$ cat config.mk
export PLATFORM = sky130hd
export DESIGN_NAME = or_out_responder_flat
export DESIGN_NICKNAME = d
export VERILOG_FILES = /design/src/rtl/or_out_pkg.sv /design/src/rtl/or_out_if.sv /design/src/rtl/or_out_fifo.sv /design/src/rtl/or_out_responder.sv /design/src/flat_wrapper.sv
export SDC_FILE = /design/constraint.sdc
export NUM_CORES = 1
export LEC_CHECK = 0
export CAP_MARGIN = 40
export CORE_AREA = 2 2 73 75
export CTS_CLUSTER_SIZE = 8
export DETAILED_ROUTE_END_ITERATION = 8
export DIE_AREA = 0 0 75 77
export PLACE_DENSITY = 0.77
export SLEW_MARGIN = 15
export SYNTH_ARGS = -nofsm -noshare
export SYNTH_HDL_FRONTEND = slang
export SYNTH_SLANG_ARGS = --single-unit
$ cat constraint.sdc
create_clock -name clk -period 4.95 [get_ports clk]
set_clock_uncertainty 0.2 [all_clocks]
set_input_delay 1.2375 -clock clk [delete_from_list [all_inputs] [get_ports clk]]
set_output_delay 1.2375 -clock clk [all_outputs]
set_load 0.005 [all_outputs]
$ cat src/rtl/or_out_pkg.sv
// Shared defaults and types for the OR result responder.
package or_out_pkg;

    localparam int unsigned OR_IN_WIDTH_DEFAULT = 8;
    localparam int unsigned DEPTH_DEFAULT       = 4;
    localparam int unsigned TXN_CNT_W           = 16;

    typedef enum logic {
        ST_INIT,
        ST_RUN
    } rdy_state_e;

endpackage

$ cat src/rtl/or_out_if.sv
// Operand/result handshake bundle between a producer/consumer and the responder.
interface or_out_if
    import or_out_pkg::*;
#(
    parameter int unsigned OR_in_WIDTH = OR_IN_WIDTH_DEFAULT
) ();

    logic [OR_in_WIDTH-1:0] a;
    logic [OR_in_WIDTH-1:0] b;
    logic                   in_valid;
    logic                   in_ready;
    logic [OR_in_WIDTH-1:0] y;
    logic                   y_zero;
    logic                   out_valid;
    logic                   out_ready;

    modport master (
        output a, b, in_valid, out_ready,
        input  in_ready, y, y_zero, out_valid
    );

    modport slave (
        input  a, b, in_valid, out_ready,
        output in_ready, y, y_zero, out_valid
    );

endinterface

$ cat src/rtl/or_out_fifo.sv
// Result buffer: power-of-two circular storage with occupancy count.
module or_out_fifo
    import or_out_pkg::*;
#(
    parameter int unsigned OR_in_WIDTH = OR_IN_WIDTH_DEFAULT,
    parameter int unsigned DEPTH       = DEPTH_DEFAULT
) (
    input  logic                         clk,
    input  logic                         rst,
    input  logic                         push,
    input  logic                         pop,
    input  logic [OR_in_WIDTH-1:0]       wr_data,
    output logic [OR_in_WIDTH-1:0]       rd_data,
    output logic                         full,
    output logic                         empty,
    output logic [$clog2(DEPTH+1)-1:0]   count
);

    localparam int unsigned PTR_W = $clog2(DEPTH);
    localparam int unsigned CNT_W = $clog2(DEPTH + 1);

    logic [OR_in_WIDTH-1:0] mem_q [DEPTH];
    logic [PTR_W-1:0]       wr_ptr_q, wr_ptr_d;
    logic [PTR_W-1:0]       rd_ptr_q, rd_ptr_d;
    logic [CNT_W-1:0]       count_q,  count_d;
    logic                   do_push, do_pop;

    assign full    = (count_q == CNT_W'(DEPTH));
    assign empty   = (count_q == '0);
    assign count   = count_q;
    assign rd_data = mem_q[rd_ptr_q];
    assign do_push = push && !full;
    assign do_pop  = pop && !empty;

    // Pointers wrap naturally because DEPTH is a power of two.
    always_comb begin
        wr_ptr_d = wr_ptr_q;
        rd_ptr_d = rd_ptr_q;
        count_d  = count_q;
        if (do_push) wr_ptr_d = wr_ptr_q + PTR_W'(1);
        if (do_pop)  rd_ptr_d = rd_ptr_q + PTR_W'(1);
        case ({do_push, do_pop})
            2'b10:   count_d = count_q + CNT_W'(1);
            2'b01:   count_d = count_q - CNT_W'(1);
            default: count_d = count_q;
        endcase
    end

    always_ff @(posedge clk) begin
        if (!rst) begin
            wr_ptr_q <= '0;
            rd_ptr_q <= '0;
            count_q  <= '0;
        end else begin
            wr_ptr_q <= wr_ptr_d;
            rd_ptr_q <= rd_ptr_d;
            count_q  <= count_d;
        end
    end

    always_ff @(posedge clk) begin
        if (do_push) mem_q[wr_ptr_q] <= wr_data;
    end

endmodule

$ cat src/rtl/or_out_responder.sv
// Buffers a|b results from the operand bus and hands them downstream in order.
module or_out_responder
    import or_out_pkg::*;
#(
    parameter int unsigned OR_in_WIDTH = OR_IN_WIDTH_DEFAULT,
    parameter int unsigned DEPTH       = DEPTH_DEFAULT
) (
    input  logic                        clk,
    input  logic                        rst,
    or_out_if.slave                     bus,
    output logic [$clog2(DEPTH+1)-1:0]  count,
    output logic [TXN_CNT_W-1:0]        txn_cnt
);

    rdy_state_e             state_q, state_d;
    logic [TXN_CNT_W-1:0]   txn_cnt_q, txn_cnt_d;
    logic                   push, pop, full, empty;
    logic [OR_in_WIDTH-1:0] head;

    // Ready stays low through the reset edge and rises on the first running edge.
    always_comb begin
        state_d = state_q;
        case (state_q)
            ST_INIT: state_d = ST_RUN;
            ST_RUN:  state_d = ST_RUN;
            default: state_d = ST_INIT;
        endcase
    end

    assign bus.in_ready  = (state_q == ST_RUN) && !full;
    assign bus.out_valid = !empty;
    assign bus.y         = head;
    assign bus.y_zero    = (head == '0);
    assign push          = bus.in_valid && bus.in_ready;
    assign pop           = bus.out_valid && bus.out_ready;

    always_comb begin
        txn_cnt_d = txn_cnt_q;
        if (pop) txn_cnt_d = txn_cnt_q + TXN_CNT_W'(1);
    end

    always_ff @(posedge clk) begin
        if (!rst) begin
            state_q   <= ST_INIT;
            txn_cnt_q <= '0;
        end else begin
            state_q   <= state_d;
            txn_cnt_q <= txn_cnt_d;
        end
    end

    assign txn_cnt = txn_cnt_q;

    or_out_fifo #(
        .OR_in_WIDTH (OR_in_WIDTH),
        .DEPTH       (DEPTH)
    ) u_fifo (
        .clk     (clk),
        .rst     (rst),
        .push    (push),
        .pop     (pop),
        .wr_data (bus.a | bus.b),
        .rd_data (head),
        .full    (full),
        .empty   (empty),
        .count   (count)
    );

endmodule
$ cat src/flat_wrapper.sv
// flat-port wrapper written by rule: the top's interface ports become plain ports
module or_out_responder_flat import or_out_pkg::*;
#(
    parameter int unsigned OR_in_WIDTH = OR_IN_WIDTH_DEFAULT,
    parameter int unsigned DEPTH       = DEPTH_DEFAULT
)
  (clk, rst, count, txn_cnt, bus_a, bus_b, bus_in_valid, bus_out_ready, bus_in_ready, bus_y, bus_y_zero, bus_out_valid);
  or_out_if #(.OR_in_WIDTH(OR_in_WIDTH)) bus_i ();
  input  logic clk;
  input  logic rst;
  output logic [$clog2(DEPTH+1)-1:0] count;
  output logic [TXN_CNT_W-1:0] txn_cnt;
  input wire logic [$bits(bus_i.a)-1:0] bus_a;
  input wire logic [$bits(bus_i.b)-1:0] bus_b;
  input wire logic [$bits(bus_i.in_valid)-1:0] bus_in_valid;
  input wire logic [$bits(bus_i.out_ready)-1:0] bus_out_ready;
  output wire logic [$bits(bus_i.in_ready)-1:0] bus_in_ready;
  output wire logic [$bits(bus_i.y)-1:0] bus_y;
  output wire logic [$bits(bus_i.y_zero)-1:0] bus_y_zero;
  output wire logic [$bits(bus_i.out_valid)-1:0] bus_out_valid;
  assign bus_i.a = bus_a;
  assign bus_i.b = bus_b;
  assign bus_i.in_valid = bus_in_valid;
  assign bus_i.out_ready = bus_out_ready;
  assign bus_in_ready = bus_i.in_ready;
  assign bus_y = bus_i.y;
  assign bus_y_zero = bus_i.y_zero;
  assign bus_out_valid = bus_i.out_valid;
  or_out_responder #(.OR_in_WIDTH(OR_in_WIDTH), .DEPTH(DEPTH)) u_core (.clk(clk), .rst(rst), .bus(bus_i), .count(count), .txn_cnt(txn_cnt));
endmodule
# Word-level counts from Yosys, hierarchy flattened

Memory sizes are Yosys's and may differ from the RTL's. A register that Yosys moved wholly into a read port is not among the register bits.
Cells that the tools add are included.

Bits in registers: 24
RAM bits: 32
Output and inout port bits: 30
Word-level logic and storage cells: 31
Memories: 1

Memory list:

| memory              | words | bits a word | rd ports | clocked after memory_dff | write ports | RTL line          | RTL |
|---|---|---|---|---|---|---|---|
| u_core.u_fifo.mem_q | 4     | 8           | 1        | 1                        | 1           | or_out_fifo.sv:22 | `logic [OR_in_WIDTH-1:0] mem_q [DEPTH];` |

$add $sub $neg: 5
Equality and inequality tests: 3
Muxes and demuxes: 6
Bitwise logic cells: 1
Reductions and logical operators: 10

Operators with widths:

| cell                                                 | count |
|---|---|
| adder 16 x 1 -> 16 bit (second input constant)       | 1 |
| zero test 8 bit                                      | 1 |
| OR 8 bit                                             | 1 |
| case mux 3 bit (2 select lines)                      | 1 |
| logical AND 1 bit                                    | 5 |
| adder 2 x 1 -> 2 bit (second input constant)         | 2 |
| 2-to-1 mux 2 bit                                     | 2 |
| adder 3 x 1 -> 3 bit (second input constant)         | 1 |
| equality test 3 bit (second input constant)          | 1 |
| zero test 3 bit                                      | 1 |
| 2-to-1 mux 1 bit                                     | 3 |
| subtractor 3 x 1 -> 3 bit (second input constant)    | 1 |
| equality test 2 x 1 -> 1 bit (second input constant) | 1 |
| equality test 2 bit (second input constant)          | 1 |
| zero test 1 bit                                      | 2 |
| nonzero test 2 bit                                   | 1 |

# Longest topological paths before layout

Gate-level depths: netlist (run 1).

Depth after elaboration: 7
Gate-level depth with buffers: 8
Depth with buffers taken out: 8

# By module

From an unflattened synthesis (run 1), not the netlist that was laid out.

Cell total of the unflattened synthesis: 192
Area total of the unflattened synthesis: 2489.9 µm²

By module, submodules not included:

| module           | instances | cells an instance | area each (µm²) | seq. area each (µm²) |
|---|---|---|---|---|
| or_out_fifo      | 1         | 96                | 1644.1          | 1141.1 |
| or_out_responder | 1         | 96                | 845.8           | 340.3 |

# Worst setup path before layout (run 1)

No wires, ideal clock.

Kind: register -> output
Start: register (tool-made name)
End: output bus_y_zero
Data arrival time: 1.650 ns
Data required time: 3.513 ns
Slack: 1.863 ns
Cell stages (with the launch flop): 5
Path buffers: 1
Cell sequence: dfxtp_1 -> buf_6 -> mux4_1 -> or4_1 -> nor2_1

RTL lines:

| element       | RTL line           | RTL |
|---|---|---|
| end, declared | flat_wrapper.sv:19 | `output wire logic [$bits(bus_i.y_zero)-1:0] bus_y_zero;` |

==> metrics.md, run 1 <==
| Metric | Value |
|---|---|
| Cell Area, Synth | `2440 sq um` |
| Clock tree buffer depth | `2` |
| Core area | `4980 sq um` |
| Fraction of layout cells with a size suffix above 1 | `0.101` |
| Total CTS buffers | `9` |
| Global Route met2 Usage | `0.259` |
| Finished Layout Cells | `~320` |
| Syn Inst Count | `187` |
| Most Crowded Layer GR | `met2` |
| CP max stage delay | `640 ps` |
| Worst Tran Pin Value | `752 ps` |
| Tcrit/Tclk final | `0.831` |
| Max-Slew Margin vs Limit | `0.498` |
| Critical path, cell by cell | `mux4_1, or4_1, nor2_1, clkdlybuf4s50_1` |
| Register Area | `between 1000 and 1500 sq um` |
| Total global routing overflow | `0` |
| Drt total wl | `4.44 mm` |
| Yosys reg bits | `58` |
| Iteration-0 DRC count of the detailed router | `79` |
| Critical path class | `reg2out` |
| Die W | `75 um` |
| Pwr Total | `1.37 mW` |
| Placed insts | `300` |
| Unique cell type count in the Yosys netlist | `32` |
| Crit Path Max Fanout | `8` |
| Met1 Usage GRT | `0.210` |
| FF-to-FF Start | `u_core.u_fifo.count[0]` |
| Tmin final | `about 4000 ps` |
| Max IR drop VDD | `0.266 mV` |
| Clock transition at path regs | `60 ps` |
| Row Count | `26` |
| Crit path required time | `roughly 3500 ps` |
| Yosys warns | `0` |
| Post-CTS Resized | `0` |
| Die ar. | `5780 sq um` |
| Fill count | `382` |
| Hold Crit Class | `reg2reg` |
| Worst endpoint data arrival time | `around 2700 ps` |
| FF-to-FF setup slack | `2390 ps` |
| Post-CTS setup buffers | `0` |
| Final setup violation count | `0` |
| Total power per unit cell area | `424 nW/um^2` |
| Clock Latency Late Sink | `330 ps` |
| First-pass GRT wire length | `7.18 mm` |
| Wire per inst | `14.0 um` |
| Crit path to | `bus_y_zero` |
| Clock root buffer master | `clkbuf_8` |
| Avg Inst Size Synth | `13.0 sq um` |
| Vias in the first global route | `about 1600` |
| GPL Wtd Cong | `0.782` |
| CTS H-tree depth | `3` |
| Iteration count of the initial detailed-routing pass | `4` |
| DP HPWL | `roughly 3.1 mm` |
| Area occupied by multi-input gates | `a little under 900 sq um` |
| Setup_tns | `0 ps` |
| Seq/Total Area, Yosys | `0.608` |
| Critical-path cell with the highest stage delay | `mux4_1` |
| Final hold vios | `0` |
| Total GRT Usage | `0.169` |
| Num Clock Sinks | `58` |
| Fmax | `between 0.2 and 0.25 GHz` |
| Worst setup SP type | `flop` |
| Met3 Resource Use GR | `0.0539` |
| WHS Path Cells | `2` |
| IO buf count | `49` |
| # hold bufs at CTS | `0` |
| CTS tree | `done` |
| Outcome | `finished, final reports clean` |
| Final ANT Viol Nets | `0` |
| DRC Markers | `0` |
| Unrepaired setup endpoints after global routing | `no` |
| Reg2reg end | `u_core.u_fifo.count[2]` |
| Net count after synthesis | `214` |
| Final Slew Violations | `0` |
| Max-cap check violation count | `0` |
| Leakage | `1.10 nW` |
| Largest net degree at the start of global routing | `25` |
| DR vias/cell | `5.17` |
| Starting Density | `0.489` |
| Layout area overhead | `32.2%` |
| Nets | `approximately 270` |
| Die height | `77 um` |
| N_diodes | `0` |
| FF-to-FF path depth | `8` |
| Initial antenna violation count | `0` |
| Io pins | `50` |
| CP endpoint kind | `primary output` |
| Routed via count | `1638` |
## flip-flops by register name, indices dropped and copies added (netlist names), named ones only
name,flops
u_core.state_q,1
u_core.txn_cnt,16
u_core.u_fifo.count,3
u_core.u_fifo.mem_q,32
u_core.u_fifo.rd_ptr_q,2
u_core.u_fifo.wr_ptr_q,2
## stage by stage
step,setup WS [ps],hold slack [ps],utilization,area [sq um]
final,835,287,0.647,3220
after global routing,686,309,0.647,3220
after CTS,776,286,0.646,3210
after detailed placement,1130,274,0.599,2980
after global placement,1220,267,0.599,2980
after floorplan,1860,268,-,2440
## cells in the mapped netlist (all sizes together)
master,instances,area [sq um]
a21oi,10,50.1
and2,1,6.26
and3,6,37.5
and4,1,8.76
buf,2,16.3
clkbuf,4,15.0
dfxtp,26,521
edfxtp,32,961
fa,1,20.0
ha,6,75.1
inv,9,33.8
mux2i,1,10.0
mux4,8,206
nand2,9,33.8
nand3,7,35.0
nand4,2,12.5
nor2,17,63.8
nor3,1,5.00
nor4,1,6.26
o21ai,3,15.0
o311ai,1,8.76
o31a,1,8.76
o31ai,6,45.0
or2,9,56.3
or3,3,18.8
or4,7,52.6
xnor2,5,43.8
xor2,8,70.1
## how the worst min path moves through the flow
| stage | from | end | slack (ps) |
|---|---|---|---|
| 2_1_floorplan | u_core.txn_cnt[15] | u_core.txn_cnt[15] | 270 |
| 3_3_place_gp | u_core.txn_cnt[15] | u_core.txn_cnt[15] | 270 |
| 3_5_place_dp | u_core.txn_cnt[15] | u_core.txn_cnt[15] | 270 |
| 4_1_cts | u_core.txn_cnt[15] | u_core.txn_cnt[15] | 290 |
| 5_1_grt | u_core.txn_cnt[15] | u_core.txn_cnt[15] | 310 |
| 6_report | u_core.txn_cnt[15] | u_core.txn_cnt[15] | 290 |
## power breakdown
group	internal, mW	switching, mW	leakage [nW]
Clock	0.329	0.176	0.118
Combinational	0.168	0.108	0.491
Sequential	0.544	0.0417	0.493
Total	1.04	0.326	1.10
## cells in the final DEF (no fill, tap or decap), drive strengths merged, types with 8 or more instances in the layout
master / n
nand2: 9
clkdlybuf4s50: 49
edfxtp: 32
a21oi: 10
nor2: 17
xor2: 8
clkbuf: 10
dfxtp: 26
or2: 9
mux4: 8
inv: 9
## critical path: cells and delay by family (launching register included)
| family | cells | cell delay (ps) |
|---|---|---|
| buffers and inverters | 1 | 500 |
| multiplexers | 1 | 640 |
| flip-flops | 1 | 570 |
| AND/OR/NAND/NOR | 2 | 630 |
## area by class of cell
cell class                      count  share of cell area
Sequential cell                    58               0.460
Multi-Input combinational cell    114               0.276
Timing Repair Buffer               50               0.154
Clock buffer                        9              0.0385
Clock inverter                      7              0.0334
Tap cell                           70              0.0272
Inverter                            9              0.0105
## layer usage
metal / vias to the layer above / routed length (um)
met5: - / 0
met4: 0 / 94
met3: 9 / 258
met2: 48 / 2140
met1: 779 / 1950
li1: 802 / -
## logic make-up (layout without fill, tap and decap cells)
| kind of cell | count (synthesis) | in the layout | synth area share |
|---|---|---|---|
| buf+inv | 15 | 75 | 0.0267 |
| fa+ha+maj | 7 | 7 | 0.0390 |
| mux | 9 | 9 | 0.0889 |
| simple gates | 64 | 64 | 0.138 |
| flops | 58 | 58 | 0.608 |
| compound gates | 21 | 21 | 0.0524 |
| xor+xnor | 13 | 13 | 0.0467 |
(Power assumes the default switching activity.)
==> run 2: changes to the inputs <==
Clock period 4.95 ns to 4.2 ns, I/O delays scaled along.
==> metrics.md, run 2 (same netlist as run 1, synthesis figures left out) <==
| Metric | Value |
|---|---|
| Tcrit/Tclk final | `0.939` |
| DP HPWL | `3.19 mm` |
| Clock Power Share | `0.367` |
| Worst endpoint data arrival time | `2700 ps` |
| Outcome | `finished, final reports clean` |
| Max-Slew Margin vs Limit | `0.491` |
| Row Count | `26` |
| CTS tree | `done` |
| Max reg flops | `32` |
| Post-Route M1 WL | `between 1.5 and 2 mm` |
| Num Clock Sinks | `58` |
| Nets | `269` |
| Layout area overhead | `32.2%` |
| Crit Path Max Fanout | `8` |
| Final setup violation count | `0` |
| Post-CTS Resized | `0` |
| N_diodes | `0` |
| GPL Wtd Cong | `slightly below 0.8` |
| Leakage | `1.10 nW` |
| Pre-CTS WS | `558 ps` |
| Max Used Layer | `met4` |
| Drt total wl | `4.53 mm` |
| Clock tree buffer depth | `2` |
| P_int | `1.23 mW` |
| IO buf count | `49` |
| Iteration-0 DRC count of the detailed router | `53` |
| Io pins | `50` |
| Post-CTS setup buffers | `0` |
| First-pass GRT wire length | `7.29 mm` |
| Top reg by flops | `u_core.u_fifo.mem_q` |
| Fmax | `around 0.25 GHz` |
| Total global routing overflow | `0` |
| Fill count | `between 300 and 400` |
| Setup_tns | `0 ps` |
| WL met3 | `257 um` |
| CTS H-tree depth | `3` |
| Hold Crit Class | `reg2reg` |
| Starting Density | `0.489` |
| Total GRT Usage | `0.174` |
| Worst setup SP type | `flop` |
| Most frequent cells in the layout | `clkdlybuf4s50_1, edfxtp_1, dfxtp_1` |
| Die ar. | `5780 sq um` |
| Switching Fraction | `0.238` |
| Register Area | `approximately 1500 sq um` |
| Clock transition at path regs | `60 ps` |
| Clock root buffer master | `clkbuf_8` |
| WHS Path Cells | `2` |
| DR vias/cell | `roughly 5.3` |
| Met2 Wirelength | `2.26 mm` |
| Wire per inst | `14.3 um` |
| Max IR drop VDD | `0.313 mV` |
| Final WS setup | `255 ps` |
| Worst Tran Pin Value | `762 ps` |
| Final Slew Violations | `0` |
| Total CTS buffers | `9` |
| Routed via count | `~1700` |
| Fraction of layout cells with a size suffix above 1 | `0.101` |
| Crit path required time | `2950 ps` |
| Switching power | `between 0.3 and 0.4 mW` |
| Iteration count of the initial detailed-routing pass | `4` |
| Logic pwr share | `0.203` |
| Core area | `4980 sq um` |
| Final ANT Viol Nets | `0` |
| Largest net degree at the start of global routing | `25` |
| Part of the power in registers | `0.430` |
| Die W | `75 um` |
| Vias in the first global route | `1569` |
| Die height | `77 um` |
| Tmin final | `3950 ps` |
| # hold bufs at CTS | `0` |
| Initial antenna violation count | `0` |
| Unrepaired setup endpoints after global routing | `no` |
| FF-to-FF path depth | `8` |
| Commonest non-fill, non-tap cell in the layout | `clkdlybuf4s50_1` |
| DRC Markers | `0` |
| Max-cap check violation count | `0` |
| Total power per unit cell area | `between 400 and 500 nW/um^2` |
| Final hold vios | `0` |
| Critical path class | `reg2out` |
| Area occupied by multi-input gates | `890 sq um` |
| CP endpoint kind | `primary output` |
| Clock Latency Late Sink | `330 ps` |
-- run 2: cell counts in the layout (fill, tap and decap cells not counted) --
Identical to the previous run, type by type.
-- run 2: final cells by class --
type	instances	share of cell area
multi-input cells	114	0.276
flip-flops and latches	58	0.460
repair buffers	50	0.154
inverters	9	0.0105
well taps	70	0.0272
clock inverters	7	0.0334
clock buffers	9	0.0385
-- run 2: per-stage QoR --
step / instances / power, mW / hold WS (ps) / instance area [sq um] / util
2_1_floorplan: 187 / 0.880 / 268 / 2440 / -
3_3_place_gp: 300 / 1.02 / 267 / 2980 / 0.599
3_5_place_dp: 300 / 1.03 / 275 / 2980 / 0.599
4_1_cts: 316 / 1.63 / 290 / 3210 / 0.646
5_1_grt: 317 / 1.69 / 316 / 3220 / 0.647
6_report: 317 / 1.61 / 291 / 3220 / 0.647
-- run 2: worst paths after layout --
check / from / to / slack [ps]
worst max-delay path: flop / bus_y_zero / 250
worst min-delay path: u_core.txn_cnt[15] / u_core.txn_cnt[15] / 290
worst max register to register: u_core.u_fifo.count[0] / u_core.u_fifo.count[2] / 1650
worst min register to register: u_core.txn_cnt[15] / u_core.txn_cnt[15] / 290
-- run 2: power groups by stage --
| stage | logic (mW) | clock network [mW] | registers [mW] |
|---|---|---|---|
| 2_1_floorplan | 0.201 | 0 | 0.679 |
| 3_3_place_gp | 0.318 | 0 | 0.700 |
| 3_5_place_dp | 0.329 | 0 | 0.703 |
| 4_1_cts | 0.329 | 0.605 | 0.691 |
| 5_1_grt | 0.358 | 0.636 | 0.698 |
| 6_report | 0.326 | 0.591 | 0.691 |
-- run 2: critical path, stage by stage (launching register included) --
cell	delay (ps)
dfxtp_1	570
mux4_1	620
or4_1	530
nor2_1	130
clkdlybuf4s50_1	510
-- run 2: metal layers --
layer	up-vias	GRT usage
li1	807	-
met1	814	0.209
met2	41	0.269
met3	5	0.0723
met4	0	0.0750
met5	-	0
==> run 3: changes to the inputs <==
Settings changed: CTS_CLUSTER_DIAMETER set to 80, CTS_CLUSTER_SIZE 8 to 40.
==> results of run 3 <==
Final layout, timing and power as in run 2 (identical DEF).
